[src/rtl/ex_sched.sv]
// ex_sched: execute-stage hazard scheduler for a 5-stage pipeline.
// Generates load-use stalls, taken-branch flushes, the halt/drain
// sequence and the ALU operand forwarding selects.
// Optional build macro EX_SCHED_STATS_EN adds stall/flush cycle counters
// (stallCnt, flushCnt); without it those ports do not exist.
module ex_sched (
  input  logic       clk,
  input  logic       rst,
  input  logic [3:0] rs_ID,
  input  logic [3:0] rt_ID,
  input  logic       useRs_ID,
  input  logic       useRt_ID,
  input  logic [3:0] rd_EX,
  input  logic       regWrite_EX,
  input  logic       memRead_EX,
  input  logic [3:0] rd_MEM,
  input  logic       regWrite_MEM,
  input  logic [3:0] rs_EX,
  input  logic [3:0] rt_EX,
  input  logic       branchTaken_EX,
  input  logic       halt_ID,
  output logic       stallPC,
  output logic       stallIFID,
  output logic       flushIDEX,
  output logic       flushIFID,
  output logic [1:0] fwdA,
  output logic [1:0] fwdB,
  output logic       halted
`ifdef EX_SCHED_STATS_EN
  ,
  output logic [15:0] stallCnt,
  output logic [15:0] flushCnt
`endif
);

  typedef enum logic [2:0] {
    RUN     = 3'd0,
    LDSTALL = 3'd1,
    BRFLUSH = 3'd2,
    DRAIN   = 3'd3,
    HALTED  = 3'd4
  } state_t;

  localparam logic [3:0] DRAIN_CYCLES = 4'd3;

  state_t     state, state_nxt;
  logic [3:0] drain_cnt, drain_cnt_nxt;
  logic [3:0] wb_rd;
  logic       wb_we;
  logic       load_use;

  // Load in EX whose destination is read by the instruction in ID.
  assign load_use = memRead_EX && regWrite_EX && (rd_EX != 4'd0) &&
                    ((useRs_ID && (rs_ID == rd_EX)) ||
                     (useRt_ID && (rt_ID == rd_EX)));

  // State, drain counter and WB-stage destination registers.
  // NOTE: sequential state uses non-blocking assignments so every register
  // samples the pre-edge values, independent of statement order.
  always_ff @(posedge clk or posedge rst) begin
    if (rst) begin
      state     <= RUN;
      drain_cnt <= 4'd0;
      wb_rd     <= 4'd0;
      wb_we     <= 1'b0;
    end else begin
      state     <= state_nxt;
      drain_cnt <= drain_cnt_nxt;
      wb_rd     <= rd_MEM;
      wb_we     <= regWrite_MEM;
    end
  end

  // Next-state and pipeline control outputs; branch beats load-use beats halt.
  // NOTE: every variable gets a default first so no path leaves it
  // unassigned, which would otherwise infer a latch.
  always_comb begin
    state_nxt     = state;
    drain_cnt_nxt = drain_cnt;
    stallPC       = 1'b0;
    stallIFID     = 1'b0;
    flushIDEX     = 1'b0;
    flushIFID     = 1'b0;
    halted        = 1'b0;
    case (state)
      RUN: begin
        if (branchTaken_EX) begin
          flushIFID = 1'b1;
          flushIDEX = 1'b1;
          state_nxt = BRFLUSH;
        end else if (load_use) begin
          stallPC   = 1'b1;
          stallIFID = 1'b1;
          flushIDEX = 1'b1;
          state_nxt = LDSTALL;
        end else if (halt_ID) begin
          stallPC       = 1'b1;
          drain_cnt_nxt = DRAIN_CYCLES;
          state_nxt     = DRAIN;
        end
      end
      LDSTALL: begin
        if (branchTaken_EX) begin
          flushIFID = 1'b1;
          flushIDEX = 1'b1;
          state_nxt = BRFLUSH;
        end else begin
          state_nxt = RUN;
        end
      end
      BRFLUSH: state_nxt = RUN;
      DRAIN: begin
        if (branchTaken_EX) begin
          // A taken branch ahead of the HLT means the HLT was wrong-path.
          flushIFID     = 1'b1;
          flushIDEX     = 1'b1;
          drain_cnt_nxt = 4'd0;
          state_nxt     = BRFLUSH;
        end else begin
          stallPC   = 1'b1;
          flushIFID = 1'b1;
          if (drain_cnt == 4'd1) begin
            drain_cnt_nxt = 4'd0;
            state_nxt     = HALTED;
          end else begin
            drain_cnt_nxt = drain_cnt - 4'd1;
          end
        end
      end
      HALTED: begin
        halted    = 1'b1;
        stallPC   = 1'b1;
        stallIFID = 1'b1;
      end
      default: state_nxt = RUN;
    endcase
    // Outputs are forced low for the whole reset pulse, not just after an edge.
    if (rst) begin
      stallPC   = 1'b0;
      stallIFID = 1'b0;
      flushIDEX = 1'b0;
      flushIFID = 1'b0;
      halted    = 1'b0;
    end
  end

  // Forwarding selects: MEM result first, then WB result, never register 0.
  always_comb begin
    fwdA = 2'b00;
    fwdB = 2'b00;
    if (!rst) begin
      if (regWrite_MEM && (rd_MEM != 4'd0) && (rd_MEM == rs_EX))
        fwdA = 2'b01;
      else if (wb_we && (wb_rd != 4'd0) && (wb_rd == rs_EX))
        fwdA = 2'b10;
      if (regWrite_MEM && (rd_MEM != 4'd0) && (rd_MEM == rt_EX))
        fwdB = 2'b01;
      else if (wb_we && (wb_rd != 4'd0) && (wb_rd == rt_EX))
        fwdB = 2'b10;
    end
  end

`ifdef EX_SCHED_STATS_EN
  // Saturating counters of stalled-IFID and flushed-IDEX cycles.
  always_ff @(posedge clk or posedge rst) begin
    if (rst) begin
      stallCnt <= 16'd0;
      flushCnt <= 16'd0;
    end else begin
      if (stallIFID && (stallCnt != 16'hFFFF)) stallCnt <= stallCnt + 16'd1;
      if (flushIDEX && (flushCnt != 16'hFFFF)) flushCnt <= flushCnt + 16'd1;
    end
  end
`endif

endmodule
[config.mk]
export PLATFORM = sky130hd
export DESIGN_NAME = ex_sched
export DESIGN_NICKNAME = d
export VERILOG_FILES = /design/src/rtl/ex_sched.sv
export SDC_FILE = /design/constraint.sdc
export NUM_CORES = 1
export LEC_CHECK = 0
export CELL_PAD_IN_SITES_DETAIL_PLACEMENT = 1
export CELL_PAD_IN_SITES_GLOBAL_PLACEMENT = 1
export CORE_MARGIN = 5
export CORE_UTILIZATION = 30
export CTS_BUF_LIST = sky130_fd_sc_hd__clkbuf_4 sky130_fd_sc_hd__clkbuf_8
export CTS_CLUSTER_DIAMETER = 150
export DETAILED_ROUTE_END_ITERATION = 7
export PLACE_DENSITY_LB_ADDON = 0.1
export SYNTH_ARGS = -nofsm -noshare
export SYNTH_HDL_FRONTEND = slang
export SYNTH_SLANG_ARGS = --single-unit
[constraint.sdc]
create_clock -name clk -period 2.3 [get_ports clk]
set_clock_uncertainty 0.15 [all_clocks]
set_input_delay 0.345 -clock clk [delete_from_list [all_inputs] [get_ports clk]]
set_output_delay 0.345 -clock clk [all_outputs]
set_load 0.02 [all_outputs]
# Word-level counts from Yosys, hierarchy flattened
# Cells that the tools add are included.
# op_classes
addsub,1
n_eq_ne,15
mux,37
bitwise_logic,1
reduce_logical,21
# op_table
operator,n
4-bit equality test,6
4-bit two-way mux,5
3-bit two-way mux,5
1-bit two-way mux,14
2-bit two-way mux,7
3-bit case mux with 4 select lines,1
4-bit nonzero test,3
1-bit logical AND,11
4-bit case mux with 2 select lines,1
"2-bit inequality test, second input constant",3
1-bit case mux with 2 select lines,3
"4-bit by 1-bit equality test with 1-bit output, second input constant",1
"4-bit inequality test, second input constant",1
4-bit AND reduction,1
2-bit OR reduction,2
"4-bit by 1-bit subtractor with 4-bit output, second input constant",1
"3-bit by 1-bit equality test with 1-bit output, second input constant",1
"3-bit by 2-bit equality test with 1-bit output, second input constant",1
"3-bit equality test, second input constant",1
3-bit zero test,1
"3-bit inequality test, second input constant",1
1-bit case mux with 3 select lines,1
3-bit AND reduction,1
2-bit nonzero test,1
2 further kinds,2
# word_totals
reg_bits,12
input_bits,33
out_inout_bits,9
word_cells,79

# Logic depth before layout (Yosys ltp)
# Gate-level depths: netlist of run 1.
# logic_depth
word_depth,8
mapped_depth,6
depth_no_buf,6

# Least setup slack after synthesis of run 1
# OpenSTA, ideal clock, no wires.
# synth_timing
kind,input to output
startpoint,input rd_EX[0]
endpoint,output stallPC
arrival_ns,1.614
required_time_ns,1.805
setup_slack_ns,0.191
cell_stages,5
n_path_buf,0
path_cell_list,xor2_1 > nor3_2 > nand4_1 > and2_4 > a311oi_1
# synth_between
elab_chain_len,8
word_cells_on_any_way,12
classes_between,2 x eq/ne; 4 x mux; 6 x reduce/logical
# synth_rtl
item,line,text
start: declaration,13,"input logic [3:0] rd_EX,"
"4-bit equality test, on equally long branches","54, 55",
"1-bit logical AND, on equally long branches","54, 55",
1-bit logical OR,54,((useRs_ID && (rs_ID == rd_EX)) ||
1-bit logical AND *,53,assign load_use = memRead_EX && regWrite_EX && (rd_EX != 4'd0) &&
1-bit two-way mux *,91,end else if (load_use) begin
1-bit two-way mux *,87,if (branchTaken_EX) begin
1-bit case mux with 3 select lines *,85,case (state)
1-bit two-way mux *,138,if (rst) begin
end: declaration,22,"output logic stallPC,"
# Mark *: on every way between the ends. The rest lies on a longest branch, timed or not.

# Worst setup path after layout of run 1
# layout_timing
startpoint,input regWrite_EX
endpoint,output flushIDEX
# layout_between
elab_chain_len,7
# layout_rtl
item,line,text
start: declaration,14,"input logic regWrite_EX,"
1-bit logical AND (3 in series),53,
1-bit two-way mux,91,
1-bit two-way mux,87,
1-bit case mux with 2 select lines,85,
1-bit two-way mux,138,
end: declaration,24,"output logic flushIDEX,"
# No other way between the ends.

==> reports/results.tsv, run 1 <==
stage	metric	value	unit
detailed_routing	detailed-route vias per instance	4.819	
placement	Port Buffers	41	
clock_tree	TritonCTS Buffers	3	
floorplan	die extent in y	66.01	um
run_status	outcome	completed	
worst_setup_path	crit-path max FO	2	
sta	period utilization	97.07	%
sta	worst slew pin tran	0.4387	ns
detailed_routing	Initial DRT Pass Iterations	4	
pwr	Peak supply drop	0.3160	mV
detailed_routing	DRT antenna net count	0	
pwr	Internal Power	550.7	uW
logic_synthesis	synthesized flop and latch total	12	
grt	initial antenna violation count	0	
detailed_routing	final wirelength	3.079	mm
floorplan	Core Area	3028	um2
pwr	part of the power in the clock network	19.4	%
clock_tree	Worst-Skew Late Latency	0.27	ns
grt	GR Overflow Total	0	
logic_synthesis	Gate Count Post-Synth	107	
placement	Place WS	-0.6998	ns
clock_tree	CTS tree	yes	
worst_setup_path	CP max-delay cell	clkdlybuf4s50_1	
floorplan	Site Rows	20	
clock_tree	H-Tree Depth	1	
worst_setup_path	endpoint class of the critical path	primary output	
sta	Max Freq	447.9	MHz
grt	total track usage	15.40	%
pwr	total chip power	842.5	uW
logic_synthesis	share of the synthesized area in the top cell type	31.91	%
logic_synthesis	Post-Syn Nets	142	
floorplan	initial cell density of the core	31.07	%
cells_and_area	Nets	208	
logic_synthesis	cell with the most instances after synthesis	xnor2_1	
sta	fin crit period	2.233	ns
pwr	NetSw	291.7	uW
logic_synthesis	Syn Std Cell Area	940.9	um2
grt	largest net degree at the start of global routing	13	
worst_setup_path	CP top delay family	buffers and inverters	
worst_setup_path	worst path cell trace	clkdlybuf4s50_1 -> nand2_1 -> nor2_2 -> nand4_1 -> buf_4 -> buf_4 -> a21oi_2 -> o211a_1 -> buf_6	
logic_synthesis	top cells by area, synth	dfrtp_1, xnor2_1, xor2_1	
worst_setup_path	Setup CP Type	in -> out	
logic_synthesis	register area share after synthesis	31.91	%
detailed_routing	1st-iter DRT viols	25	
worst_setup_path	Startpoint Class	primary input	
pwr	Sw Share	34.63	%
worst_setup_path	WP data arrival	1.74	ns
detailed_routing	detailed-route via count	1041	
logic_synthesis	syn avg cell area	8.793	um2
worst_setup_path	Crit path largest cell delay	0.45	ns
worst_setup_path	most used cell, CP	buf_4	
worst_setup_path	worst path bufs/invs	4	
worst_setup_path	critical path required time	1.80	ns
pwr	pwr/cell area	525.2	nW/um2
job	number of max-cap violations	0	
sta	max_slew headroom	70.48	%
pwr	LEAKAGE	0.0007360	uW
clock_tree	Reg clk slew, reported paths	0.07	ns
grt	global-route wire length before repair	5.161	mm
logic_synthesis	YS warnings	0	
floorplan	die area	4357	um2
clock_tree	clk buf depth	2	
sta	# setup viols final	0	
detailed_routing	drt wl/cell	14.25	um
sta	final hold viol count	0	
cells_and_area	antenna cells	0	
worst_hold_path	worst min path class	reg -> reg	
sta	fin. max-slew vios	0	
grt	vias in the first global route	1167	
pwr	Seq pwr share	33.7	%
logic_synthesis	top cells by count, synth	xnor2_1, dfrtp_1, nor2_1	
logic_synthesis	ys async rst share	100.0	%
pwr	combinational power share	46.9	%
placement	HPWL Detailed	2.723	mm
placement	Placer Congestion	0.8022	
logic_synthesis	Synth Flop Type	dfrtp_1	
logic_synthesis	Synth area leader	dfrtp_1	
sta	PnR worst setup slack	0.06736	ns
clock_tree	Clock Sink Count	12	
logic_synthesis	Post-synth EDFFs	0	
floorplan	I/O pins	42	
cells_and_area	share of cells above drive strength 1	24.42	%
detailed_routing	# DRC	0	
clock_tree	clock root cell	clkbuf_4	
cells_and_area	synth-to-layout area growth	70.48	%
floorplan	Die W	66.01	um
logic_synthesis	Distinct cells, synth	35	
## cell families after synthesis
kind of cell,count (synthesis),synth area share [%]
xor+xnor,25,23.27
mux,1,1.064
compound gates,17,13.30
flops,12,31.92
fa+ha+maj,2,2.659
buf+inv,9,3.856
simple gates,41,23.94
## flip-flops by register name, summed over array words and instances (netlist names)
register and flops:
drain_cnt 4, state 3, wb_rd 4, wb_we 1
## area by class of cell
cell class              instances  area, um2
fillers                       372       1424
multi-input cells              86      630.6
repair buffers                 64      559.3
flip-flops and latches         12      300.3
well taps                      44      55.05
clock buffers                   4      36.28
inverters                       6      22.52
## stage by stage
step                area, um2  cells   TNS [ns]  hold slack [ns]  util (%)
floorplan               940.9    107          0           0.2264         -
finish                   1604    216          0           0.3738     52.98
global placement         1558    211     -2.685           0.3510     51.45
global route             1604    216   -0.04376           0.4205     52.98
CTS                      1600    216  -0.002604           0.3758     52.85
detailed placement       1558    211     -3.121           0.3598     51.45
## per-layer routing
layer,vias to the layer above,share of wire (%),wire (um),GRT usage [%]
met3,2,5.9,183,4.762
met5,-,0,0,0
met2,31,57,1743,30.54
met1,494,37,1131,15.63
li1,514,-,-,-
met4,0,0.68,21,2.792
## power by group through the flow
stage,logic [uW],registers [uW],clock network (uW)
final,395,284,163
after global routing,438,290,184
after CTS,402,283,170
after detailed placement,400,287,0
after floorplan,226,273,0
after global placement,378,285,0
## final timing paths
kind / start / endpoint / slack [ns] / cells past startpoint
worst max-delay path: regWrite_EX / flushIDEX / 0.07 / 9
worst min-delay path: drain_cnt[1]$_DFFE_PP0P_ / drain_cnt[1]$_DFFE_PP0P_ / 0.37 / 2
worst max register to register: drain_cnt[1]$_DFFE_PP0P_ / drain_cnt[2]$_DFFE_PP0P_ / 0.40 / 6
worst min register to register: drain_cnt[1]$_DFFE_PP0P_ / drain_cnt[1]$_DFFE_PP0P_ / 0.37 / 2
max in group asynchronous: rst / wb_rd[2]$_DFF_PP0_ / 1.38 / 4
min in group asynchronous: rst / state[2]$_DFFE_PP0P_ / 0.47 / 4
## what timing repair did
item / 4_1_cts / 5_1_grt
setup buffers: 1 / 0
resized for setup: 40 / 13
pin swaps: 6 / 9
endpoints found under the setup margin: 8 / 7
hold buffers: 0 / 0
## cells in the final DEF, fill, tap and decap left out, types with 2 or more instances in the layout
| cell type | n |
|---|---|
| buf_4 | 24 |
| ha_1 | 2 |
| buf_2 | 3 |
| o221ai_1 | 2 |
| or4_1 | 2 |
| nand4_1 | 6 |
| nor3_1 | 7 |
| nand2_1 | 5 |
| clkbuf_4 | 3 |
| o21a_1 | 2 |
| nor2_1 | 7 |
| clkdlybuf4s15_1 | 2 |
| nand3_1 | 2 |
| a21oi_1 | 3 |
| clkdlybuf4s50_1 | 22 |
| dlygate4sd2_1 | 6 |
| dfrtp_1 | 12 |
| dlymetal6s2s_1 | 4 |
| nor4_1 | 2 |
| inv_1 | 6 |
| clkbuf_2 | 2 |
| xor2_1 | 7 |
| xnor2_1 | 18 |
## worst register-to-register path, cell delays in order (launching register included)
cell and delay [ns]:
dfrtp_1 0.40, inv_1 0.10, ha_1 0.17, or3b_2 0.47
and2_1 0.21, a22o_1 0.20, o21a_1 0.10
(Power assumes the default switching activity.)
==> inputs of run 2 (changes only) <==
--- a/config.mk
+++ b/config.mk
@@ -13,6 +13,7 @@
 export CTS_CLUSTER_DIAMETER = 150
 export DETAILED_ROUTE_END_ITERATION = 7
 export PLACE_DENSITY_LB_ADDON = 0.1
+export REMOVE_ABC_BUFFERS = 1
 export SYNTH_ARGS = -nofsm -noshare
 export SYNTH_HDL_FRONTEND = slang
 export SYNTH_SLANG_ARGS = --single-unit
==> reports/results.tsv, run 2 (synthesis results as in run 1) <==
stage	metric	value	unit
run_status	outcome	completed	
detailed_routing	drt wl/cell	14.07	um
sta	period utilization	96.53	%
placement	HPWL Detailed	2.621	mm
worst_setup_path	crit-path max FO	3	
worst_setup_path	Startpoint Class	primary input	
clock_tree	Clock Sink Count	12	
pwr	pwr/cell area	521.9	nW/um2
clock_tree	Worst-Skew Late Latency	0.26	ns
floorplan	die extent in y	66.01	um
worst_setup_path	WP data arrival	1.73	ns
clock_tree	clk buf depth	2	
grt	vias in the first global route	1143	
sta	worst slew pin tran	0.4091	ns
detailed_routing	detailed-route vias per instance	4.826	
clock_tree	Reg clk slew, reported paths	0.06	ns
sta	Max Freq	450.4	MHz
pwr	Peak supply drop	0.4763	mV
detailed_routing	Initial DRT Pass Iterations	4	
worst_setup_path	Setup CP Type	in -> out	
cells_and_area	antenna cells	0	
sta	max_slew headroom	72.47	%
clock_tree	cts hold-fix bufs	0	
sta	fin. max-slew vios	0	
cells_and_area	share of cells above drive strength 1	20.71	%
worst_hold_path	worst min path class	in -> reg	
floorplan	die area	4357	um2
worst_setup_path	critical path required time	1.80	ns
clock_tree	TritonCTS Buffers	3	
sta	RSZ-0062 raised after global routing	no	
clock_tree	clock root cell	clkbuf_4	
floorplan	I/O pins	42	
cells_and_area	commonest non-fill, non-tap cell in the layout	buf_4	
cells_and_area	Nets	205	
cells_and_area	synth-to-layout area growth	68.09	%
placement	Placer Congestion	0.8449	
grt	global-route wire length before repair	5.154	mm
cells_and_area	highest-count cells in the layout ignoring fill and taps	buf_4, clkdlybuf4s50_1, xnor2_1, dfrtp_1, dlymetal6s2s_1	
detailed_routing	final wirelength	2.997	mm
placement	Port Buffers	41	
grt	largest net degree at the start of global routing	13	
cells_and_area	register area	300.3	um2
grt	total track usage	15.00	%
job	number of max-cap violations	0	
floorplan	Core Area	3028	um2
clock_tree	H-Tree Depth	1	
detailed_routing	detailed-route via count	1028	
floorplan	Die W	66.01	um
detailed_routing	# DRC	0	
detailed_routing	1st-iter DRT viols	32	
worst_setup_path	endpoint class of the critical path	primary output	
floorplan	Site Rows	20	
pwr	LEAKAGE	0.0007652	uW
sta	# setup viols final	0	
cells_and_area	Largest regs	drain_cnt (4), wb_rd (4), state (3)	
detailed_routing	DRT antenna net count	0	
clock_tree	CTS tree	yes	
cells_and_area	Finished Core Util	52.23	%
sta	fin crit period	2.220	ns
placement	Place WS	-0.6074	ns
floorplan	initial cell density of the core	31.07	%
grt	GR Overflow Total	0	
cells_and_area	Filler cells	365	
sta	final hold viol count	0	
sta	PnR worst setup slack	0.07991	ns
cells_and_area	area taken by multi-input logic gates	615.6	um2
grt	initial antenna violation count	0	
## run 2: through the flow
| stage | std cells | total power [uW] | hold WS (ns) | area, um2 | TNS, ns |
|---|---|---|---|---|---|
| floorplan | 104 | 488.9 | 0.07575 | 927.1 | 0 |
| global placement | 209 | 660.1 | 0.3455 | 1543 | -2.679 |
| detailed placement | 209 | 680.6 | 0.3595 | 1543 | -3.199 |
| CTS | 213 | 840.0 | 0.3761 | 1564 | 0 |
| global route | 213 | 897.3 | 0.2360 | 1582 | 0 |
| finish | 213 | 825.3 | 0.2380 | 1582 | 0 |
## run 2: repair_timing
| item | 4_1_cts | 5_1_grt |
|---|---|---|
| resized for setup | 37 | 11 |
| pin swaps | 8 | 8 |
| buffers inserted | 0 | 0 |
| setup endpoints to repair | 8 | 7 |
## run 2: critical path, stage by stage
cell	delay (ns)
dlygate4sd2_1	0.27
xor2_1	0.17
nor3_1	0.20
nand4_1	0.14
and2_4	0.17
a311oi_1	0.23
buf_2	0.20
## run 2: per-layer routing
layer	GRT usage (%)	vias to the layer above	wire length [um]
li1	-	508	-
met4	2.030	0	25
met2	27.28	27	1574
met3	4.592	4	146
met1	17.58	489	1251
met5	0	-	0
## run 2: report_power, final
group          switching, uW  internal (uW)
Clock                   62.4           96.1
Sequential              34.9            249
Combinational            183            201
## run 2: cell type report
cell class                 instances  share of cell area, %
sequential                        12                  18.99
multi-input combinational         86                  38.92
timing repair buffer              61                  34.89
tap                               44                  3.481
inverter                           6                  1.424
clock buffer                       4                  2.294
## run 2: path summary, 6_finish.rpt
kind | startpoint | end | slack (ns) | cells past startpoint
max | rd_EX[2] | stallPC | 0.08 | 7
min | rd_MEM[0] | wb_rd[0]$_DFF_PP0_ | 0.24 | 2
max reg2reg | drain_cnt[1]$_DFFE_PP0P_ | drain_cnt[2]$_DFFE_PP0P_ | 0.44 | 6
min reg2reg | drain_cnt[1]$_DFFE_PP0P_ | drain_cnt[1]$_DFFE_PP0P_ | 0.37 | 2
max in group asynchronous | rst | wb_we$_DFF_PP0_ | 1.29 | 5
min in group asynchronous | rst | state[2]$_DFFE_PP0P_ | 0.55 | 5
==> inputs of run 3 (changes only) <==
--- a/config.mk
+++ b/config.mk
@@ -7,7 +7,6 @@
 export LEC_CHECK = 0
 export CELL_PAD_IN_SITES_DETAIL_PLACEMENT = 1
 export CELL_PAD_IN_SITES_GLOBAL_PLACEMENT = 1
-export CORE_MARGIN = 5
 export CORE_UTILIZATION = 30
 export CTS_BUF_LIST = sky130_fd_sc_hd__clkbuf_4 sky130_fd_sc_hd__clkbuf_8
 export CTS_CLUSTER_DIAMETER = 150
==> reports/results.tsv, run 3 (synthesis results as in run 1) <==
stage	metric	value	unit
run_status	outcome	finished, violations left	
run_status	failing checks	DRC	
pwr	pwr/cell area	538.4	nW/um2
detailed_routing	drt wl/cell	15.85	um
pwr	part of the power in the clock network	19.6	%
detailed_routing	1st-iter DRT viols	20	
worst_setup_path	crit-path max FO	3	
cells_and_area	Nets	207	
worst_setup_path	Setup CP Type	in -> out	
clock_tree	TritonCTS Buffers	3	
pwr	Sw Share	35.68	%
worst_setup_path	Reg2Reg Depth	6	
worst_setup_path	CP top delay family	buffers and inverters	
floorplan	die area	3365	um2
worst_hold_path	Hold Path Stages	2	
worst_setup_path	critical path required time	1.80	ns
worst_setup_path	worst path bufs/invs	3	
worst_setup_path	r2r startpoint	drain_cnt[1]$_DFFE_PP0P_	
sta	final hold viol count	0	
sta	Max Freq	453.3	MHz
sta	PnR worst setup slack	0.09400	ns
grt	largest net degree at the start of global routing	13	
grt	vias in the first global route	1118	
pwr	Seq pwr share	34.0	%
clock_tree	Setup Buffers After CTS	0	
grt	global-route wire length before repair	5.188	mm
floorplan	Die W	58.01	um
sta	fin crit period	2.206	ns
worst_setup_path	worst path cell trace	clkdlybuf4s50_1 -> buf_4 -> xnor2_1 -> nand4_1 -> nor3_1 -> clkdlybuf4s15_1	
worst_setup_path	Startpoint Class	primary input	
placement	Placer Congestion	0.8184	
grt	GR Overflow Total	0	
pwr	NetSw	304.1	uW
clock_tree	Worst-Skew Late Latency	0.28	ns
pwr	LEAKAGE	0.0007208	uW
cells_and_area	share of cells above drive strength 1	23.98	%
grt	total track usage	20.34	%
floorplan	I/O pins	42	
cells_and_area	highest-count cells in the layout ignoring fill and taps	buf_4, clkdlybuf4s50_1, xnor2_1, dfrtp_1	
worst_hold_path	Worst Hold Path EP	drain_cnt[1]$_DFFE_PP0P_	
detailed_routing	final wirelength	3.202	mm
clock_tree	clk buf depth	2	
worst_setup_path	Critical R2R Capture	drain_cnt[2]$_DFFE_PP0P_	
clock_tree	clock root cell	clkbuf_4	
cells_and_area	synth-to-layout area growth	68.22	%
cells_and_area	Largest regs	drain_cnt (4), wb_rd (4), state (3)	
floorplan	die extent in y	58.01	um
sta	max_slew headroom	72.19	%
cells_and_area	commonest non-fill, non-tap cell in the layout	buf_4	
worst_setup_path	Reg2Reg Setup Slack	0.42	ns
detailed_routing	# DRC	4	
placement	Place WS	-0.6139	ns
pwr	combinational power share	46.4	%
pwr	Internal Power	548.1	uW
sta	fin. max-slew vios	0	
detailed_routing	detailed-route via count	1032	
clock_tree	Clock Sink Count	12	
worst_setup_path	Crit path largest cell delay	0.50	ns
sta	# setup viols final	0	
floorplan	initial cell density of the core	32.98	%
worst_hold_path	hold path start	drain_cnt[1]$_DFFE_PP0P_	
sta	period utilization	95.91	%
pwr	Peak supply drop	0.5236	mV
cells_and_area	antenna cells	0	
floorplan	Site Rows	19	
clock_tree	CTS tree	yes	
detailed_routing	detailed-route vias per instance	5.109	
cells_and_area	final non-filler cell total	202	
grt	initial antenna violation count	0	
placement	placed cell count	198	
cells_and_area	Filler cells	347	
floorplan	Core Area	2853	um2
placement	HPWL Detailed	2.699	mm
clock_tree	Reg clk slew, reported paths	0.07	ns
placement	Port Buffers	41	
worst_setup_path	WP data arrival	1.71	ns
detailed_routing	DRT antenna net count	0	
worst_setup_path	endpoint class of the critical path	primary output	
sta	worst slew pin tran	0.4134	ns
clock_tree	H-Tree Depth	1	
worst_setup_path	CP max-delay cell	clkdlybuf4s50_1	
job	number of max-cap violations	0	
detailed_routing	Initial DRT Pass Iterations	6	
worst_hold_path	worst min path class	reg -> reg	
## run 3: worst max-delay path by stage
stage | startpoint | end | slack [ns] | cells past startpoint
finish | rd_MEM[2] | fwdA[0] | 0.09 | 6
global route | rd_EX[0] | stallPC | -0.003 | 7
CTS | rt_ID[0] | flushIDEX | 0.001 | 8
detailed placement | rd_EX[3] | stallPC | -0.61 | 7
global placement | rd_EX[0] | stallPC | -0.58 | 7
floorplan | rd_EX[0] | stallPC | 0.19 | 5
## run 3: repair_timing
action                                  CTS  global route
hold buffers                              0             0
pin swaps                                 6             6
endpoints found under the setup margin    9             5
endpoints found under the hold margin     0             0
resized for setup                        41            13
## run 3: final cells by class
cell class	count	area, um2	area share (%)
Multi-Input combinational cell	86	630.6	39.84
Clock buffer	4	36.28	2.292
Timing Repair Buffer	63	554.3	35.02
Inverter	6	22.52	1.423
Sequential cell	12	300.3	18.97
Tap cell	31	38.79	2.451
## run 3: per-stage QoR
step | total power, uW | cell area [um2] | utilization [%] | setup TNS (ns) | hold slack (ns)
floorplan | 488.9 | 927.1 | - | 0 | 0.07575
global placement | 663.7 | 1541 | 54.04 | -2.834 | 0.3454
detailed placement | 690.9 | 1541 | 54.04 | -2.938 | 0.3736
CTS | 859.3 | 1567 | 54.91 | 0 | 0.3904
global route | 909.6 | 1583 | 55.48 | -0.003108 | 0.4134
finish | 852.2 | 1583 | 55.48 | 0 | 0.3868
## run 3: per-layer routing
metal | wire, um | part of all wire (%) | track usage, % | vias up
li1 | - | - | - | 515
met1 | 1395 | 44 | 25.87 | 490
met2 | 1625 | 51 | 36.29 | 25
met3 | 159 | 5.0 | 4.464 | 2
met4 | 21 | 0.66 | 2.381 | 0
met5 | 0 | 0 | 0 | -
## run 3: tightest hold or removal path: stages, from the launching register on
cell and delay, ns:
dfrtp_1 0.38, nand2_1 0.06, o221ai_1 0.06
## run 3: power groups by stage
stage | Clock (uW) | Sequential (uW) | Combinational [uW]
after global placement | 0 | 287 | 376
after floorplan | 0 | 289 | 200
after CTS | 174 | 288 | 397
after detailed placement | 0 | 292 | 399
after global routing | 183 | 292 | 435
final | 167 | 290 | 395
